--- src/rtl/oai_sweep_tester.sv ---
// Exhaustive-sweep tester for OAI/AOI complex gates: walks every input vector,
// compares the gate output with a golden model. Optional macro: STOP_ON_FAIL_EN.
module oai_sweep_tester #(
  parameter  int GRP_W  = 2,
  parameter  int N_GRP  = 2,
  parameter  int SETTLE = 1,
  parameter  int ERR_W  = 8,
  localparam int N      = GRP_W * N_GRP
) (
  input  logic             clk,
  input  logic             rst,
  input  logic             start,
  input  logic             mode,
  output logic [N-1:0]     stim,
  input  logic             dut_f,
  output logic             busy,
  output logic             done,
  output logic             pass,
  output logic [ERR_W-1:0] err_cnt,
  output logic [N-1:0]     first_fail,
  output logic             first_fail_vld
);

  localparam int CNT_W = (SETTLE > 1) ? $clog2(SETTLE) : 1;
  localparam logic [CNT_W-1:0] SETTLE_LD = CNT_W'(SETTLE - 1);
  localparam logic [ERR_W-1:0] ERR_MAX   = '1;

  typedef enum logic [1:0] {
    S_IDLE,
    S_WAIT,
    S_CHECK,
    S_DONE
  } state_t;

  state_t           state_q, state_d;
  logic [CNT_W-1:0] cnt_q, cnt_d;
  logic [N-1:0]     stim_q, stim_d;
  logic             mode_q, mode_d;
  logic [ERR_W-1:0] err_q, err_d;
  logic             pass_q, pass_d;
  logic [N-1:0]     ff_q, ff_d;
  logic             ffv_q, ffv_d;
  logic             mismatch;
  logic             stop;

  // m=0: ~AND of group ORs (OAI); m=1: ~OR of group ANDs (AOI)
  function automatic logic golden(input logic [N-1:0] v, input logic m);
    logic acc_and;
    logic acc_or;
    acc_and = 1'b1;
    acc_or  = 1'b0;
    for (int g = 0; g < N_GRP; g++) begin
      acc_and = acc_and & (|v[g*GRP_W +: GRP_W]);
      acc_or  = acc_or  | (&v[g*GRP_W +: GRP_W]);
    end
    return m ? ~acc_or : ~acc_and;
  endfunction

  assign mismatch = (dut_f != golden(stim_q, mode_q));

  always_ff @(posedge clk) begin
    if (rst) begin
      state_q <= S_IDLE;
      cnt_q   <= '0;
      stim_q  <= '0;
      mode_q  <= 1'b0;
      err_q   <= '0;
      pass_q  <= 1'b0;
      ff_q    <= '0;
      ffv_q   <= 1'b0;
    end else begin
      state_q <= state_d;
      cnt_q   <= cnt_d;
      stim_q  <= stim_d;
      mode_q  <= mode_d;
      err_q   <= err_d;
      pass_q  <= pass_d;
      ff_q    <= ff_d;
      ffv_q   <= ffv_d;
    end
  end

  always_comb begin
    state_d = state_q;
    cnt_d   = cnt_q;
    stim_d  = stim_q;
    mode_d  = mode_q;
    err_d   = err_q;
    pass_d  = pass_q;
    ff_d    = ff_q;
    ffv_d   = ffv_q;
    stop    = 1'b0;
    case (state_q)
      S_IDLE: begin
        if (start) begin
          mode_d  = mode;
          err_d   = '0;
          pass_d  = 1'b0;
          ffv_d   = 1'b0;
          stim_d  = '0;
          cnt_d   = SETTLE_LD;
          state_d = S_WAIT;
        end
      end
      S_WAIT: begin
        if (cnt_q == '0) state_d = S_CHECK;
        else             cnt_d   = cnt_q - 1'b1;
      end
      S_CHECK: begin
        stop = (stim_q == '1);
        if (mismatch) begin
          if (err_q != ERR_MAX) err_d = err_q + 1'b1;
          if (!ffv_q) begin
            ff_d  = stim_q;
            ffv_d = 1'b1;
          end
`ifdef STOP_ON_FAIL_EN
          stop = 1'b1;
`else
          stop = stop;
`endif
        end
        // pass reflects the final count, including this last comparison
        if (stop) begin
          pass_d  = ~mismatch & (err_q == '0);
          state_d = S_DONE;
        end else begin
          stim_d  = stim_q + 1'b1;
          cnt_d   = SETTLE_LD;
          state_d = S_WAIT;
        end
      end
      S_DONE: begin
        state_d = S_IDLE;
      end
      default: begin
        state_d = S_IDLE;
      end
    endcase
  end

  assign stim           = stim_q;
  assign busy           = (state_q == S_WAIT) || (state_q == S_CHECK);
  assign done           = (state_q == S_DONE);
  assign pass           = pass_q;
  assign err_cnt        = err_q;
  assign first_fail     = ff_q;
  assign first_fail_vld = ffv_q;

endmodule
--- config.mk ---
export PLATFORM = sky130hd
export DESIGN_NAME = oai_sweep_tester
export DESIGN_NICKNAME = d
export VERILOG_FILES = /design/src/rtl/oai_sweep_tester.sv
export SDC_FILE = /design/constraint.sdc
export NUM_CORES = 1
export LEC_CHECK = 0
export BUFFER_PORTS_ARGS = -buffer_cell sky130_fd_sc_hd__buf_2
export CAP_MARGIN = 10
export CORE_MARGIN = 5
export CORE_UTILIZATION = 54
export CTS_CLUSTER_DIAMETER = 40
export CTS_CLUSTER_SIZE = 16
export DETAILED_ROUTE_END_ITERATION = 6
export PLACE_DENSITY_LB_ADDON = 0.15
export SETUP_SLACK_MARGIN = 0.02
export SYNTH_ARGS = -nofsm -noshare
export SYNTH_HDL_FRONTEND = slang
export SYNTH_SLANG_ARGS = --single-unit
--- constraint.sdc ---
create_clock -name clk -period 2.42 [get_ports clk]
set_input_delay 0.242 -clock clk [delete_from_list [all_inputs] [get_ports clk]]
set_output_delay 0.242 -clock clk [all_outputs]
set_load 0.005 [all_outputs]
==> summary.txt <==
Clock tree
  – Skew-Pair Late Insertion Delay: approximately 300 ps
  – CTS tree: built
  – CTS Buffer Depth: 2
  – Worst-path clk slew: between 100 and 150 ps
  – Post-CTS setup buffer count: 0
  – TritonCTS Buffers: 3
  – CTS Sinks: 21
  – CTS H-tree lvls: 1
  – Root buffer cell: clkbuf_4
  – Cts repair resizes: 0
  – Hold buffer count at cts: 0

GRT
  – Largest net degree at the start of global routing: 20
  – Total gr overflow: 0
  – Vias in the first global route: 1105
  – GRT Overall Usage: 0.176
  – Global-route wire length before repair: ~4.8 mm
  – Initial antenna violation count: 0

Synthesis
  – Synth area leader: dfxtp_1
  – Synth cell count leaders: dfxtp_1, nand2_1, nand2b_1
  – Synthesized area: approximately 1300 um2
  – Net Count, Synth: approximately 160
  – Yosys cell types: 37
  – Post-synth EDFFs: 0
  – Area contributors post-synth: dfxtp_1, ha_1, mux2i_1
  – Post-synth ARST share: 0
  – Sequential-to-total area share from yosys stat: 0.329
  – Synth Warn #: 0
  – Predominant post-synthesis flop cell: dfxtp_1
  – Synth top area share: 0.329
  – Seq cells post-synth: 21
  – Syn Area/Cell: ~8.5 um2
  – Cells after Synth: 150
  – Most common cell in the netlist: dfxtp_1

Setup path
  – Critical path's largest stage delay: around 500 ps
  – Critical path depth: 6
  – Critical Path Slowest Stage Cell: or4_1
  – CP arrival: 2350 ps
  – R2R depth: 6
  – Worst EP required: between 2000 and 3000 ps
  – Critical path type: reg -> reg
  – CP cell instances: ha_1, or3b_4, o211ai_2, xnor2_2, or4_1, o211a_1
  – CP endpoint kind: register
  – Worst path top cell family by delay: simple AND/OR/NAND/NOR gates
  – Worst setup SP type: register
  – CP bufs+invs: 0
  – Worst-path maximum fanout: 12

Power
  – Int Power: ~530 uW
  – Power per standard cell area: 560 nW/um2
  – Sw Ratio: 0.343
  – Clock network fraction of total power: 0.211
  – Comb pwr share: 0.301
  – Sequential Power Share: 0.488
  – Psw: between 200 and 300 uW
  – Leakage: roughly 0.65 nW
  – Maximum vdd drop: 0.000479 V

STA
  – Slew Limit Fails: 0
  – Worst Tran Pin Value: 700 ps
  – Headroom to the max-slew limit: 0.520
  – Setup TNS: 0 ps
  – Fin. Hold Viols: 0
  – Max frequency: approximately 0.47 GHz
  – Final Cycle Share: 0.884
  – Worst Skew: 5.48 ps
  – Final setup viols: 0
  – RSZ-0062 raised after global routing: no
  – Fin crit period: around 2100 ps

Finish
  – Diodes inserted: 0
  – Area Growth Syn to Fin: 13.4%
  – Nets@finish: 189
  – Finished Layout Cells: between 200 and 250
  – FILL cells: 205
  – Layout cells sized above 1: 0.229

Die
  – Die height: approximately 59 um
  – I/O pins: 25
  – Starting Density: 0.573
  – Core area: between 2000 and 2500 um2
  – Die X-Extent: 58.7 um
  – Num rows: 17
  – DIE AREA: roughly 3400 um2

Place
  – DP HPWL: ~2.1 mm
  – # port buffers: 24
  – Placed Cells incl. Taps: ~200
  – Gp weighted congestion: ~0.85

Worst hold path
  – Hold Crit Class: in -> reg
  – Hold-critical path depth: 3

Route
  – Initial DRC Count: 33
  – DRT Wirelength: approximately 2.8 mm
  – Drt wl/cell: ~14 um
  – DRC: 0
  – Vias per cell: between 5 and 6
  – Remaining antenna violation count after routing: 0
  – DR pass1 iterations: 4
  – Via count: 1179

Job
  – Max-cap violations: 0

Status
  – Outcome: completed
==> path summary, 6_finish.rpt <==
path,startpoint,to,slack (ps)
setup / recovery,stim[0],err_cnt[6],280
hold / removal,mode,mode_q,180
setup reg to reg,stim[0],err_cnt[6],280
hold reg to reg,first_fail[3],first_fail[3],480
==> registers in the layout (all words and copies together) (netlist names) <==
| signal | cells |
|---|---|
| err_cnt | 8 |
| first_fail | 4 |
| stim | 4 |
| state_q | 2 |
| first_fail_vld | 1 |
| mode_q | 1 |
| pass | 1 |
==> routing by layer <==
| layer | up-vias | track usage | share of wire |
|---|---|---|---|
| met5 | - | 0 | 0 |
| met4 | 0 | 0.0518 | 0.0042 |
| li1 | 582 | - | - |
| met2 | 46 | 0.284 | 0.48 |
| met3 | 2 | 0.0373 | 0.066 |
| met1 | 549 | 0.235 | 0.45 |
==> layout make-up <==
| class | count | area (um2) | area share |
|---|---|---|---|
| Clock inverter | 1 | 5.00 | 0.00345 |
| Clock buffer | 3 | 22.5 | 0.0155 |
| Timing Repair Buffer | 26 | 135 | 0.0932 |
| Sequential cell | 21 | 420 | 0.290 |
| Multi-Input combinational cell | 115 | 798 | 0.550 |
| Tap cell | 28 | 35.0 | 0.0242 |
| Inverter | 9 | 33.8 | 0.0233 |
==> power by group through the flow <==
| stage | sequential [mW] | combinational [mW] | clock [mW] |
|---|---|---|---|
| after floorplan | 0.400 | 0.174 | 0 |
| after detailed placement | 0.404 | 0.242 | 0 |
| after CTS | 0.396 | 0.244 | 0.176 |
| after global placement | 0.401 | 0.238 | 0 |
| final | 0.396 | 0.244 | 0.172 |
| after global routing | 0.400 | 0.277 | 0.194 |
==> logic make-up (layout without fill, tap and decap cells) <==
kind of cell / Yosys count / in the layout / share of synthesized area
AOI/OAI and AO/OA: 22 / 22 / 0.124
xor gates and xnor gates: 6 / 6 / 0.0411
adders and majority gates: 8 / 8 / 0.0783
buffers and inverters: 14 / 39 / 0.0528
DFF: 21 / 21 / 0.329
muxes: 10 / 10 / 0.0802
and+or+nand+nor: 69 / 69 / 0.295
==> placed cells by master (no fill, tap or decap), drive strengths merged, types with 2 or more instances in the layout <==
master	netlist	routed
a21o	2	2
a21oi	7	7
a31oi	2	2
buf	3	26
clkbuf	2	3
dfxtp	21	21
ha	8	8
inv	9	9
mux2	2	2
mux2i	8	8
nand2	14	14
nand2b	12	12
nand3	8	8
nand4	8	8
nor2	11	11
nor4	2	2
o211ai	4	4
o21ai	2	2
or2	3	3
or4	3	3
xnor2	5	5
==> through the flow <==
step                instance area [um2]  hold WS (ps)  worst slack, ps  utilization  total power, mW
detailed placement                 1420           457              180        0.634            0.647
global placement                   1420           457              275        0.634            0.638
CTS                                1440           173              157        0.646            0.816
finish                             1450           182              280        0.649            0.812
floorplan                          1280           390              455            -            0.573
global route                       1450           174              140        0.649            0.871
==> worst min-delay path, delay by kind of cell <==
family                 cells  cell delay (ps)
and+or+nand+nor            1               50
buffers and inverters      1              100
AOI/OAI and AO/OA          1               50
(Power assumes the default switching activity.)
